<file path="src/rtl/rca_pkg.sv">
// Shared definitions for the chunked ripple-carry adder: FSM state encoding
// and the default operand/chunk widths.
package rca_pkg;

  typedef enum logic [1:0] {
    IDLE = 2'd0,
    RUN  = 2'd1,
    DONE = 2'd2
  } state_t;

  localparam int DEF_WIDTH = 32;
  localparam int DEF_CHUNK = 8;

endpackage

</file>
<file path="src/rtl/rca_chunk.sv">
// Combinational W-bit ripple-carry adder built from per-bit full-adder cells.
module rca_chunk #(
  parameter int W = 8
) (
  input  logic [W-1:0] a,
  input  logic [W-1:0] b,
  input  logic         cin,
  output logic [W-1:0] sum,
  output logic         cout
);

  logic [W:0] c;

  assign c[0] = cin;

  for (genvar i = 0; i < W; i++) begin : g_fa
    assign sum[i]   = a[i] ^ b[i] ^ c[i];
    assign c[i+1]   = (a[i] & b[i]) | (c[i] & (a[i] ^ b[i]));
  end

  assign cout = c[W];

endmodule

</file>
<file path="src/rtl/seq_chunk_adder.sv">
// Multi-cycle adder/subtractor: processes one CHUNK-bit slice per clock through
// a single rca_chunk instance, presenting the result with a valid/ready handoff.
module seq_chunk_adder
  import rca_pkg::*;
#(
  parameter int WIDTH = DEF_WIDTH,
  parameter int CHUNK = DEF_CHUNK
) (
  input  logic             clk,
  input  logic             rst_n,
  input  logic             in_valid,
  output logic             in_ready,
  input  logic [WIDTH-1:0] a,
  input  logic [WIDTH-1:0] b,
  input  logic             cin,
  input  logic             sub,
  output logic             out_valid,
  input  logic             out_ready,
  output logic [WIDTH-1:0] sum,
  output logic             cout,
  output logic             ovf,
  output state_t           state_dbg
);

  // Handshake: a transfer happens on a rising edge where valid and ready are
  // both high; valid, once raised, holds with its payload until that edge.

  localparam int NCHUNK = (CHUNK > 0) ? WIDTH / CHUNK : 1;
  localparam int IDXW   = (NCHUNK > 1) ? $clog2(NCHUNK) : 1;
  localparam logic [IDXW-1:0] LAST = IDXW'(NCHUNK - 1);

  if (CHUNK < 1) begin : g_bad_chunk
    $error("seq_chunk_adder: CHUNK must be at least 1");
  end else if (WIDTH % CHUNK != 0) begin : g_bad_width
    $error("seq_chunk_adder: WIDTH must be a multiple of CHUNK");
  end

  state_t            state, state_next;
  logic [WIDTH-1:0]  a_q, b_q, sum_q;
  logic              carry_q, cout_q, ovf_q;
  logic [IDXW-1:0]   idx;
  logic [CHUNK-1:0]  a_chunk, b_chunk, chunk_sum;
  logic              chunk_cout;
  logic              last;

  assign a_chunk = a_q[int'(idx)*CHUNK +: CHUNK];
  assign b_chunk = b_q[int'(idx)*CHUNK +: CHUNK];
  assign last    = (idx == LAST);

  rca_chunk #(.W(CHUNK)) u_chunk (
    .a    (a_chunk),
    .b    (b_chunk),
    .cin  (carry_q),
    .sum  (chunk_sum),
    .cout (chunk_cout)
  );

  always_ff @(posedge clk or negedge rst_n) begin
    if (!rst_n) state <= IDLE;
    else        state <= state_next;
  end

  always_comb begin
    state_next = state;
    case (state)
      IDLE:    if (in_valid)  state_next = RUN;
      RUN:     if (last)      state_next = DONE;
      DONE:    if (out_ready) state_next = IDLE;
      default: state_next = IDLE;
    endcase
  end

  always_ff @(posedge clk or negedge rst_n) begin
    if (!rst_n) begin
      a_q     <= '0;
      b_q     <= '0;
      sum_q   <= '0;
      carry_q <= 1'b0;
      cout_q  <= 1'b0;
      ovf_q   <= 1'b0;
      idx     <= '0;
    end else begin
      case (state)
        IDLE: if (in_valid) begin
          // Subtraction is A + ~B + 1, so the operand is inverted once here.
          a_q     <= a;
          b_q     <= sub ? ~b : b;
          carry_q <= sub ? 1'b1 : cin;
          idx     <= '0;
          sum_q   <= '0;
          cout_q  <= 1'b0;
          ovf_q   <= 1'b0;
        end
        RUN: begin
          sum_q[int'(idx)*CHUNK +: CHUNK] <= chunk_sum;
          carry_q <= chunk_cout;
          idx     <= last ? '0 : idx + 1'b1;
          if (last) begin
            cout_q <= chunk_cout;
            ovf_q  <= (a_q[WIDTH-1] == b_q[WIDTH-1]) &&
                      (chunk_sum[CHUNK-1] != a_q[WIDTH-1]);
          end
        end
        default: ;
      endcase
    end
  end

  assign in_ready  = (state == IDLE);
  assign out_valid = (state == DONE);
  assign sum       = sum_q;
  assign cout      = cout_q;
  assign ovf       = ovf_q;
  assign state_dbg = state;

endmodule

</file>
<file path="config.mk">
export PLATFORM = sky130hd
export DESIGN_NAME = seq_chunk_adder
export DESIGN_NICKNAME = d
export VERILOG_FILES = /design/src/rtl/rca_pkg.sv /design/src/rtl/rca_chunk.sv /design/src/rtl/seq_chunk_adder.sv
export SDC_FILE = /design/constraint.sdc
export NUM_CORES = 1
export LEC_CHECK = 0
export CAP_MARGIN = 15
export CORE_ASPECT_RATIO = 0.6
export CORE_MARGIN = 1.5
export CORE_UTILIZATION = 57
export DETAILED_ROUTE_END_ITERATION = 7
export DONT_BUFFER_PORTS = 1
export PLACE_DENSITY_LB_ADDON = 0.12
export SLEW_MARGIN = 20
export SYNTH_ARGS = -nofsm -noshare
export SYNTH_HDL_FRONTEND = slang
export SYNTH_SLANG_ARGS = --single-unit
</file>
<file path="constraint.sdc">
create_clock -name clk -period 4.8 [get_ports clk]
set_input_delay 0.48 -clock clk [delete_from_list [all_inputs] [get_ports clk]]
set_output_delay 0.48 -clock clk [all_outputs]
set_load 0.01 [all_outputs]
</file>
==> results of run 1 <==
repair_timing:
action,4_1_cts,5_1_grt
endpoints found under the hold margin,103,0
hold buffers,1,0
endpoints found under the setup margin,0,0
cells in the mapped netlist, drive strengths merged:
| cell type | count | share of area [%] |
|---|---|---|
| a22o | 6 | 1.1 |
| nor3 | 2 | 0.21 |
| ha | 4 | 1.0 |
| and3b | 1 | 0.18 |
| mux2 | 32 | 7.5 |
| nand3b | 2 | 0.31 |
| o31ai | 1 | 0.16 |
| nand2 | 9 | 0.70 |
| nor2 | 35 | 2.7 |
| clkbuf | 7 | 0.54 |
| dfrtp | 103 | 53 |
| nor4 | 1 | 0.13 |
| nand2b | 4 | 0.52 |
| a2bb2oi | 1 | 0.18 |
| mux4 | 16 | 7.5 |
| or4 | 1 | 0.16 |
| a21oi | 34 | 3.5 |
| a21o | 5 | 0.78 |
| o21ai | 2 | 0.21 |
| and4b | 1 | 0.21 |
| or3 | 2 | 0.26 |
| inv | 20 | 1.6 |
| nor3b | 1 | 0.39 |
| nor2b | 1 | 0.13 |
| nand3 | 1 | 0.10 |
| nor4b | 1 | 0.31 |
| xnor2 | 32 | 5.8 |
| o21bai | 1 | 0.16 |
| o2bb2ai | 27 | 4.9 |
| fa | 8 | 3.3 |
| buf | 19 | 2.3 |
layer usage:
layer / up-vias / GRT usage [%] / part of all wire (%)
li1: 1315 / - / -
met1: 1466 / 35.59 / 46
met2: 110 / 33.83 / 43
met3: 7 / 9.586 / 9.9
met4: 0 / 6.405 / 0.53
met5: - / 0 / 0
final timing paths:
path / from / end / cells past startpoint
min in group clk: a[25] / a_q[25] / 1
max reg2reg: idx[0] / ovf / 16
max: idx[0] / ovf / 16
min: rst_n / cout / 1
min reg2reg: a_q[21] / a_q[21] / 1
max in group asynchronous: rst_n / b_q[7] / 1
kinds of logic (layout without fill, tap and decap cells):
kind of cell | count (synthesis) | count (layout) | synth area share [%]
simple gates | 62 | 62 | 6.315
fa+ha+maj | 12 | 12 | 4.348
buf+inv | 46 | 42 | 4.348
compound gates | 77 | 77 | 10.97
flops | 103 | 103 | 53.31
mux | 48 | 48 | 14.91
xor+xnor | 32 | 32 | 5.797
cell type report:
| type | count | area, um^2 |
|---|---|---|
| clock buffers | 12 | 256.5 |
| clock inverters | 4 | 76.32 |
| fillers | 599 | 2806 |
| inverters | 20 | 75.07 |
| multi-input cells | 231 | 2047 |
| flip-flops and latches | 103 | 2577 |
| well taps | 108 | 135.1 |
| repair buffers | 6 | 65.06 |
worst register-to-register path, stage by stage, from the launching register on:
cell and delay (ps):
dfrtp_1 440, mux4_2 370, inv_1 60, fa_1 410, fa_1 400, fa_1 390, fa_1 390, fa_1 360
inv_1 70, fa_1 160, inv_1 50, fa_1 350, inv_1 70, fa_1 490, and3b_1 250, a21oi_1 40
o2bb2ai_1 130
power breakdown:
group	internal [mW]	leakage (nW)	switching, mW
clock network	0.487	0.159	0.306
registers	1.25	1.26	0.326
logic	0.886	0.788	1.05
total	2.62	2.20	1.68
per-stage QoR:
stage	instance area, um^2	power, mW	util (%)
finish	5233	4.300	65.09
global route	5233	4.628	65.09
CTS	5233	4.342	65.09
detailed placement	4872	3.512	60.61
global placement	4872	3.458	60.61
floorplan	4835	2.958	-
registers in the layout (all words and copies together), names as in the netlist:
signal and flops:
a_q 32, b_q 32, sum 32, idx 2, state_dbg 2, carry_q 1, cout 1, ovf 1
==> key figures, run 1 <==
CTS
  • H-tree level count: 3
  • CTS Sinks: 103
  • Post_cts resized: 0
  • Clock Latency Late Sink: 340 ps
  • Post-CTS setup buffers: 0
  • Total CTS buffers: 9
  • CTS tree: yes
  • Max clock buf depth: 2
  • Worst-path clk slew: 60 ps
  • Clk root buf: clkbuf_16

Floorplan
  • Num ports: 108
  • Starting density of the core: 60.14%
  • Core Region: 8039 um^2
  • Die Y: 74.34 um
  • Die Area: 9062 um^2
  • Num rows: 25
  • DIE WIDTH: 121.9 um

Worst setup path
  • Critical Path Fanout Max: 6
  • Worst Path Arrival: 4760 ps
  • Worst Path Required: 5070 ps
  • WS Path Type: reg2reg
  • Max incr delay on CP: 490 ps
  • Buf/Inv on CP: 4
  • Top delay family on crit path: adder cells
  • Crit-path most repeated cell: fa_1
  • Slowest CP cell: fa_1
  • CP Capture Type: register
  • CP startpoint kind: register
  • FF-to-FF setup slack: 300 ps
  • Critical Path, Cell by Cell: mux4_2 -> inv_1 -> fa_1 -> fa_1 -> fa_1 -> fa_1 -> fa_1 -> inv_1 -> fa_1 -> inv_1 -> fa_1 -> inv_1 -> fa_1 -> and3b_1 -> a21oi_1 -> o2bb2ai_1

Synthesis
  • Number of synthesis warnings: 0
  • Synthesized area: 4835 um^2
  • Synth Instances: 380
  • Synthesized net count: 462
  • Register area share after synthesis: 53.31%
  • Synth cell types: 33
  • Syn Area/Cell: 12.72 um^2
  • Yosys reg bits: 103

Finish
  • Final nets: 453
  • Non-Filler Instances: 484
  • Leading cell type in the layout, fill and taps excluded: dfrtp_1
  • Syn-to-layout area delta: 8.230%
  • Share of post-route cells with drive strength above 1: 18.88%
  • Antenna diode count: 0
  • Commonest non-fill, non-tap cells in the layout: dfrtp_1 (103), nor2_1 (35), a21oi_1 (34)

Detailed routing
  • Routed vias/inst: 5.988
  • DRT antenna net count: 0
  • 1st-iter DRT viols: 220
  • Mean routed wirelength per cell: 20.86 um
  • Drt pass-1 iters: 4
  • Final WL: 10.10 mm
  • Via count: 2898
  • DRC errors left: 0

STA
  • TNS Setup: 0 ps
  • Achievable frequency: 222.3 MHz
  • # setup viols final: 0
  • Final hold slack: 62.10 ps
  • Pins Over Slew Limit: 0
  • Final worst path period share: 93.71%
  • Final Hold Viols: 0
  • Crit path time final: 4498 ps
  • Relative slew margins: 34.54%
  • Unrepaired setup endpoints after global routing: false
  • Clk_skew: 6.814 ps
  • Slew @ Worst Pin: 981.9 ps
  • Final setup margin: 302.0 ps

Worst hold path
  • HP Class: in2async

Power and ir drop
  • Peak VDD IR: 0.3527 mV
  • Pleak: 2.203 nW
  • PD cells: 821.7 nW/um^2

Place
  • DP Wirelength: 7.280 mm
  • # port buffers: 0
  • Final GP Congestion: 0.7686
  • Placed cell count: 467
  • Pre-CTS setup slack: 300.7 ps

Global route
  • First-pass GRT wire length: 16.10 mm
  • Total track usage: 24.22%
  • GRT Residual Overflow: 0
  • Initial antenna violation count: 0
  • Pin count of the biggest net entering global routing: 104
  • Number of global-route vias before repair: 2912

Flow run
  • Max_cap viols: 0

Outcome
  • Outcome: finished clean
Note: power is estimated with default switching activity, not from simulation.
==> inputs of run 2 (changes only) <==
--- a/config.mk
+++ b/config.mk
@@ -7,8 +7,8 @@
 export LEC_CHECK = 0
 export CAP_MARGIN = 15
 export CORE_ASPECT_RATIO = 0.6
-export CORE_MARGIN = 1.5
-export CORE_UTILIZATION = 57
+export CORE_MARGIN = 2
+export CORE_UTILIZATION = 63
 export DETAILED_ROUTE_END_ITERATION = 7
 export DONT_BUFFER_PORTS = 1
 export PLACE_DENSITY_LB_ADDON = 0.12
==> constraint.sdc (replaced) <==
create_clock -name clk -period 4.3 [get_ports clk]
set_input_delay 0.43 -clock clk [delete_from_list [all_inputs] [get_ports clk]]
set_output_delay 0.43 -clock clk [all_outputs]
set_load 0.01 [all_outputs]
==> run 2 against run 1 <==
  * Die area shrank 7.1%
  * Clock skew grew 0.62 ps
  * Cell area grew 0.24%
  * Maximum frequency grew 7.9%
  * Clock power grew 1%
  * Worst setup slack lost 170 ps
  * Cell count grew 0.21%
  * Non-clock buffer count grew 3
  * Critical path type unchanged
  * Largest cell class unchanged
==> key figures, run 2 (same netlist as run 1, synthesis figures left out) <==
Outcome
  • Outcome: finished clean

Finish
  • # fillers: 535 (-11%)
  • Leading cell type in the layout, fill and taps excluded: dfrtp_1
  • Share of post-route cells with drive strength above 1: 22.43% (+3.5 points)
  • Syn-to-layout area delta: 8.489%
  • Final nets: 456 (+0.66%)
  • Area of the multi-input gates: 2067 um^2 (+0.98%)
  • Commonest non-fill, non-tap cells in the layout: dfrtp_1 (102), nor2_1 (35), a21oi_1 (34)
  • Register area: 2579 um^2 (about the same)
  • Final Core Density: 71.29% (+6.2 points)
  • Final instance area: 5245 um^2 (+0.24%)

CTS
  • Worst-path clk slew: 70 ps (about the same)
  • CTS Sinks: 103 (unchanged)
  • Max clock buf depth: 2 (unchanged)
  • Total CTS buffers: 9 (unchanged)
  • CTS tree: yes
  • H-tree level count: 3 (unchanged)
  • Clock Latency Late Sink: 340 ps (about the same)
  • Clk root buf: clkbuf_16

Detailed routing
  • Final WL: 9.856 mm (-2.4%)
  • Mean routed wirelength per cell: 20.32 um (-2.6%)
  • Via count: 2931 (+1.1%)
  • Drt pass-1 iters: 6 (+2)
  • 1st-iter DRT viols: 253 (+15%)
  • DRC errors left: 0 (unchanged)
  • Routed vias/inst: 6.043 (+0.93%)
  • DRT antenna net count: 0 (unchanged)

Worst hold path
  • HP Class: in2async

STA
  • Achievable frequency: 240.0 MHz (+7.9%)
  • Slew @ Worst Pin: 965.3 ps (-16.60 ps)
  • Final Hold Viols: 0 (unchanged)
  • TNS Setup: 0 ps (unchanged)
  • Final setup margin: 132.9 ps (-169.1 ps)
  • Pins Over Slew Limit: 0 (unchanged)
  • Crit path time final: 4167 ps (-330.9 ps)
  • Final worst path period share: 96.91% (+3.2 points)
  • # setup viols final: 0 (unchanged)
  • Unrepaired setup endpoints after global routing: false
  • Relative slew margins: 35.64% (+1.1 points)
  • Clk_skew: 7.435 ps (+0.6211 ps)

Worst setup path
  • Slowest CP cell: fa_2
  • Reg2reg end: ovf
  • FF-to-FF setup slack: 130 ps (-170 ps)
  • Worst Path Arrival: 4440 ps (-320 ps)
  • Max incr delay on CP: 460 ps (-30 ps)
  • Worst r2r src: idx[0]
  • CP Capture Type: register
  • CP startpoint kind: register
  • WS Path Type: reg2reg
  • R2R cell count: 16 (unchanged)
  • Critical Path Fanout Max: 4 (-2)
  • Critical Path, Cell by Cell: mux4_2 -> inv_1 -> fa_2 -> fa_2 -> fa_2 -> fa_2 -> fa_2 -> inv_1 -> fa_2 -> inv_1 -> fa_2 -> inv_2 -> fa_2 -> and3b_1 -> a21oi_1 -> o2bb2ai_1
  • Worst Path Required: 4570 ps (-500 ps)
  • Crit-path most repeated cell: fa_2

Flow run
  • Max_cap viols: 0 (unchanged)

Global route
  • First-pass GRT wire length: 15.61 mm (-3.1%)
  • Pin count of the biggest net entering global routing: 104 (unchanged)
  • Number of global-route vias before repair: 2862 (-1.7%)
  • Initial antenna violation count: 4 (+4)
  • GRT Residual Overflow: 0 (unchanged)
  • Total track usage: 25.55% (+1.3 points)

Place
  • Pre-CTS setup slack: -9.672 ps (-310.4 ps)
  • Final GP Congestion: 0.8579 (+12%)
  • Placed cell areas: 4886 um^2 (+0.28%)
  • DP Wirelength: 7.014 mm (-3.6%)
  • # port buffers: 0 (unchanged)

Floorplan
  • Core Region: 7357 um^2 (-8.5%)
  • Num ports: 108 (unchanged)
  • Starting density of the core: 65.71% (+5.6 points)
  • DIE WIDTH: 117.1 um (-3.9%)
  • Die Y: 71.86 um (-3.3%)
  • Num rows: 24 (-4.0%)
  • Die Area: 8414 um^2 (-7.1%)

Power and ir drop
  • Pwr Total: 4.912 mW (+14%)
  • PD cells: 936.4 nW/um^2 (+14%)
  • Peak VDD IR: 0.5051 mV (+43%)
  • Pleak: 2.193 nW (-0.49%)
-- run 2: timing repair --
| item | in CTS | in global routing |
|---|---|---|
| hold endpoints to repair | 103 | 0 |
| hold buffers | 1 | 0 |
| gates resized for setup | 0 | 6 |
| cloned | 0 | 0 |
| setup endpoints to repair | 4 | 5 |
| pin swaps | 0 | 2 |
| buffers inserted | 1 | 1 |
-- run 2: where the power goes --
part / switching (mW) / internal, mW
Combinational: 1.24 / 1.13
Clock: 0.352 / 0.452
Sequential: 0.349 / 1.39
-- run 2: worst max-delay path: cells and delay by family, from the launching register on --
family          cells  cell delay, ps
compound gates      2             170
buf+inv             4             230
mux                 1             340
flops               1             450
simple gates        1             220
fa+ha+maj           8            2670
-- run 2: final cells by class --
class / count / area share, %
well taps: 104 / 2.481
multi-input cells: 231 / 39.41
clock inverters: 7 / 1.384
inverters: 20 / 1.431
diodes: 2 / 0.09542
repair buffers: 9 / 1.741
flip-flops and latches: 103 / 49.17
clock buffers: 9 / 4.294
-- run 2: worst max path at each step --
| stage | startpoint | endpoint | slack [ps] |
|---|---|---|---|
| after floorplan | idx[0] | ovf | -30 |
| after global placement | idx[0] | sum[7] | 90 |
| after detailed placement | idx[0] | ovf | -10 |
| after CTS | idx[0] | ovf | 10 |
| after global routing | idx[0] | ovf | 20 |
| final | idx[0] | ovf | 130 |
-- run 2: per-layer routing --
layer  wire length [um]  global-route usage (%)  vias to the layer above  part of all wire [%]
li1                   -                       -                     1320                     -
met1               4519                   37.60                     1476                    46
met2               4136                   34.17                      118                    42
met3               1077                   12.86                       13                    11
met4                 97                   6.275                        4                  0.98
met5                 24                       0                        -                  0.24
-- run 2: metrics by stage --
step                std cells  hold slack (ps)
finish                    485            18.76
global route              484            48.94
CTS                       482            34.36
detailed placement        464            136.7
global placement          464            137.2
floorplan                 380            134.4
==> inputs of run 3 (changes only) <==
--- a/config.mk
+++ b/config.mk
@@ -8,7 +8,7 @@
 export CAP_MARGIN = 15
 export CORE_ASPECT_RATIO = 0.6
 export CORE_MARGIN = 2
-export CORE_UTILIZATION = 63
+export CORE_UTILIZATION = 65
 export DETAILED_ROUTE_END_ITERATION = 7
 export DONT_BUFFER_PORTS = 1
 export PLACE_DENSITY_LB_ADDON = 0.12
==> constraint.sdc (replaced) <==
create_clock -name clk -period 4.8 [get_ports clk]
set_input_delay 0.48 -clock clk [delete_from_list [all_inputs] [get_ports clk]]
set_output_delay 0.48 -clock clk [all_outputs]
set_load 0.01 [all_outputs]
==> run 3 against run 2 <==
  * Count of clock-buffer cells in the layout is 2 higher
  * Clock power is 4.9% higher
  * Sequential share of layout area is 0.082 points lower
  * Die area is 2.9% lower
  * Clock skew is 0.89 ps lower
  * Cell count is 1.0% lower
  * Wire length is 1.9% higher
  * Via count is 1.1% lower
  * Non-clock buffer count is 3 lower
  * Core utilization is 1.3 points higher
  * Power is 12% lower
  * Critical endpoint unchanged
  * Largest power group unchanged
==> key figures, run 3 (same netlist as run 1, synthesis figures left out) <==
Outcome
  • Outcome: finished clean

STA
  • Slew @ Worst Pin: 973.9 ps (+8.539 ps)
  • Final Hold Viols: 0 (unchanged)
  • # setup viols final: 0 (unchanged)
  • Clk_skew: 6.546 ps (-0.8889 ps)
  • Relative slew margins: 35.08% (-0.57 points)
  • Crit path time final: 4554 ps (+386.7 ps)
  • TNS Setup: 0 ps (unchanged)
  • Pins Over Slew Limit: 0 (unchanged)
  • Final worst path period share: 94.87% (-2.0 points)
  • Final hold slack: 53.65 ps (+34.89 ps)
  • Achievable frequency: 219.6 MHz (-8.5%)
  • Final setup margin: 246.2 ps (+113.3 ps)
  • Unrepaired setup endpoints after global routing: false

Worst setup path
  • Worst Path Required: 5060 ps (+490 ps)
  • CP Capture Type: register
  • CP startpoint kind: register
  • Critical Path, Cell by Cell: mux4_2 -> inv_1 -> fa_1 -> fa_1 -> fa_1 -> fa_1 -> fa_1 -> inv_1 -> fa_1 -> inv_1 -> fa_1 -> inv_1 -> fa_1 -> and3b_1 -> a21oi_1 -> o2bb2ai_1
  • Slowest CP cell: fa_1
  • Worst Path Arrival: 4820 ps (+380 ps)
  • Max incr delay on CP: 520 ps (+60 ps)
  • Crit-path most repeated cell: fa_1
  • Buf/Inv on CP: 4 (unchanged)
  • Critical Path Fanout Max: 6 (+2)
  • WS Path Type: reg2reg
  • Top delay family on crit path: adder cells

CTS
  • Total CTS buffers: 9 (unchanged)
  • H-tree level count: 3 (unchanged)
  • CTS Sinks: 103 (unchanged)
  • Clock Latency Late Sink: 340 ps (about the same)
  • Clk root buf: clkbuf_16
  • CTS tree: yes
  • Worst-path clk slew: 70 ps (about the same)
  • Max clock buf depth: 2 (unchanged)

Power and ir drop
  • Pleak: 2.220 nW (+1.2%)
  • Pwr Total: 4.346 mW (-12%)
  • PD cells: 827.5 nW/um^2 (-12%)
  • Peak VDD IR: 0.4261 mV (-16%)

Finish
  • Commonest non-fill, non-tap cells in the layout: dfrtp_1 (103), nor2_1 (35), a21oi_1 (34)
  • Leading cell type in the layout, fill and taps excluded: dfrtp_1
  • Final Core Density: 72.56% (+1.3 points)
  • Final nets: 453 (-0.66%)
  • Share of post-route cells with drive strength above 1: 19.15% (-3.3 points)
  • Final instance area: 5251 um^2 (+0.12%)
  • Antenna diode count: 0 (-2)
  • Syn-to-layout area delta: 8.618%
  • Non-Filler Instances: 480 (-1.0%)

Detailed routing
  • Final WL: 10.04 mm (+1.9%)
  • Via count: 2900 (-1.1%)
  • 1st-iter DRT viols: 229 (-9.5%)
  • DRT antenna net count: 0 (unchanged)
  • Drt pass-1 iters: 4 (-2)
  • Mean routed wirelength per cell: 20.92 um (+3.0%)
  • DRC errors left: 0 (unchanged)
  • Routed vias/inst: 6.042 (about the same)

Place
  • Placed cell areas: 4867 um^2 (-0.38%)
  • DP Wirelength: 6.988 mm (-0.38%)
  • Pre-CTS setup slack: 273.0 ps (+282.7 ps)
  • Final GP Congestion: 0.8144 (-5.1%)
  • Placed cell count: 463 (-0.22%)
  • # port buffers: 0 (unchanged)

Floorplan
  • Die Y: 70.81 um (-1.5%)
  • Die Area: 8167 um^2 (-2.9%)
  • DIE WIDTH: 115.3 um (-1.5%)
  • Num ports: 108 (unchanged)
  • Core Region: 7237 um^2 (-1.6%)
  • Num rows: 24 (unchanged)
  • Starting density of the core: 66.80% (+1.1 points)

Flow run
  • Max_cap viols: 0 (unchanged)

Global route
  • Initial antenna violation count: 1 (-3)
  • GRT Residual Overflow: 0 (unchanged)
  • Pin count of the biggest net entering global routing: 104 (unchanged)
  • Number of global-route vias before repair: 2928 (+2.3%)
  • Total track usage: 26.77% (+1.2 points)
  • First-pass GRT wire length: 16.09 mm (+3.1%)

Worst hold path
  • HP Class: in2async
-- run 3: path summary, 6_finish.rpt --
kind	startpoint	endpoint	slack (ps)	depth (start not counted)
hold reg to reg	a_q[14]	a_q[14]	510	1
min in group clk	a[17]	a_q[17]	290	1
max in group asynchronous	rst_n	b_q[10]	4350	1
setup / recovery	idx[0]	ovf	250	16
setup reg to reg	idx[0]	ovf	250	16
hold / removal	rst_n	cout	50	1
-- run 3: repair_timing --
item / in CTS / in global routing
gates resized for setup: 0 / 0
hold buffers: 1 / 0
endpoints found under the hold margin: 103 / 0
buffers inserted: 0 / 0
-- run 3: layout make-up --
type	count	area, um^2
flip-flops and latches	103	2577
well taps	104	130.1
clock inverters	5	103.9
multi-input cells	231	2047
inverters	20	75.07
clock buffers	11	252.7
repair buffers	6	65.06
fillers	528	1986
-- run 3: power breakdown --
part | internal, mW | leakage, nW | switching [mW]
registers | 1.25 | 1.26 | 0.327
logic | 0.880 | 0.788 | 1.05
clock network | 0.538 | 0.176 | 0.305
total | 2.66 | 2.22 | 1.68
-- run 3: layer usage --
layer / up-vias / GRT usage [%] / routed length [um]
met2: 114 / 35.67 / 4369
met3: 6 / 11.05 / 1016
met4: 0 / 6.560 / 61
met5: - / 0 / 0
li1: 1318 / - / -
met1: 1462 / 41.29 / 4595
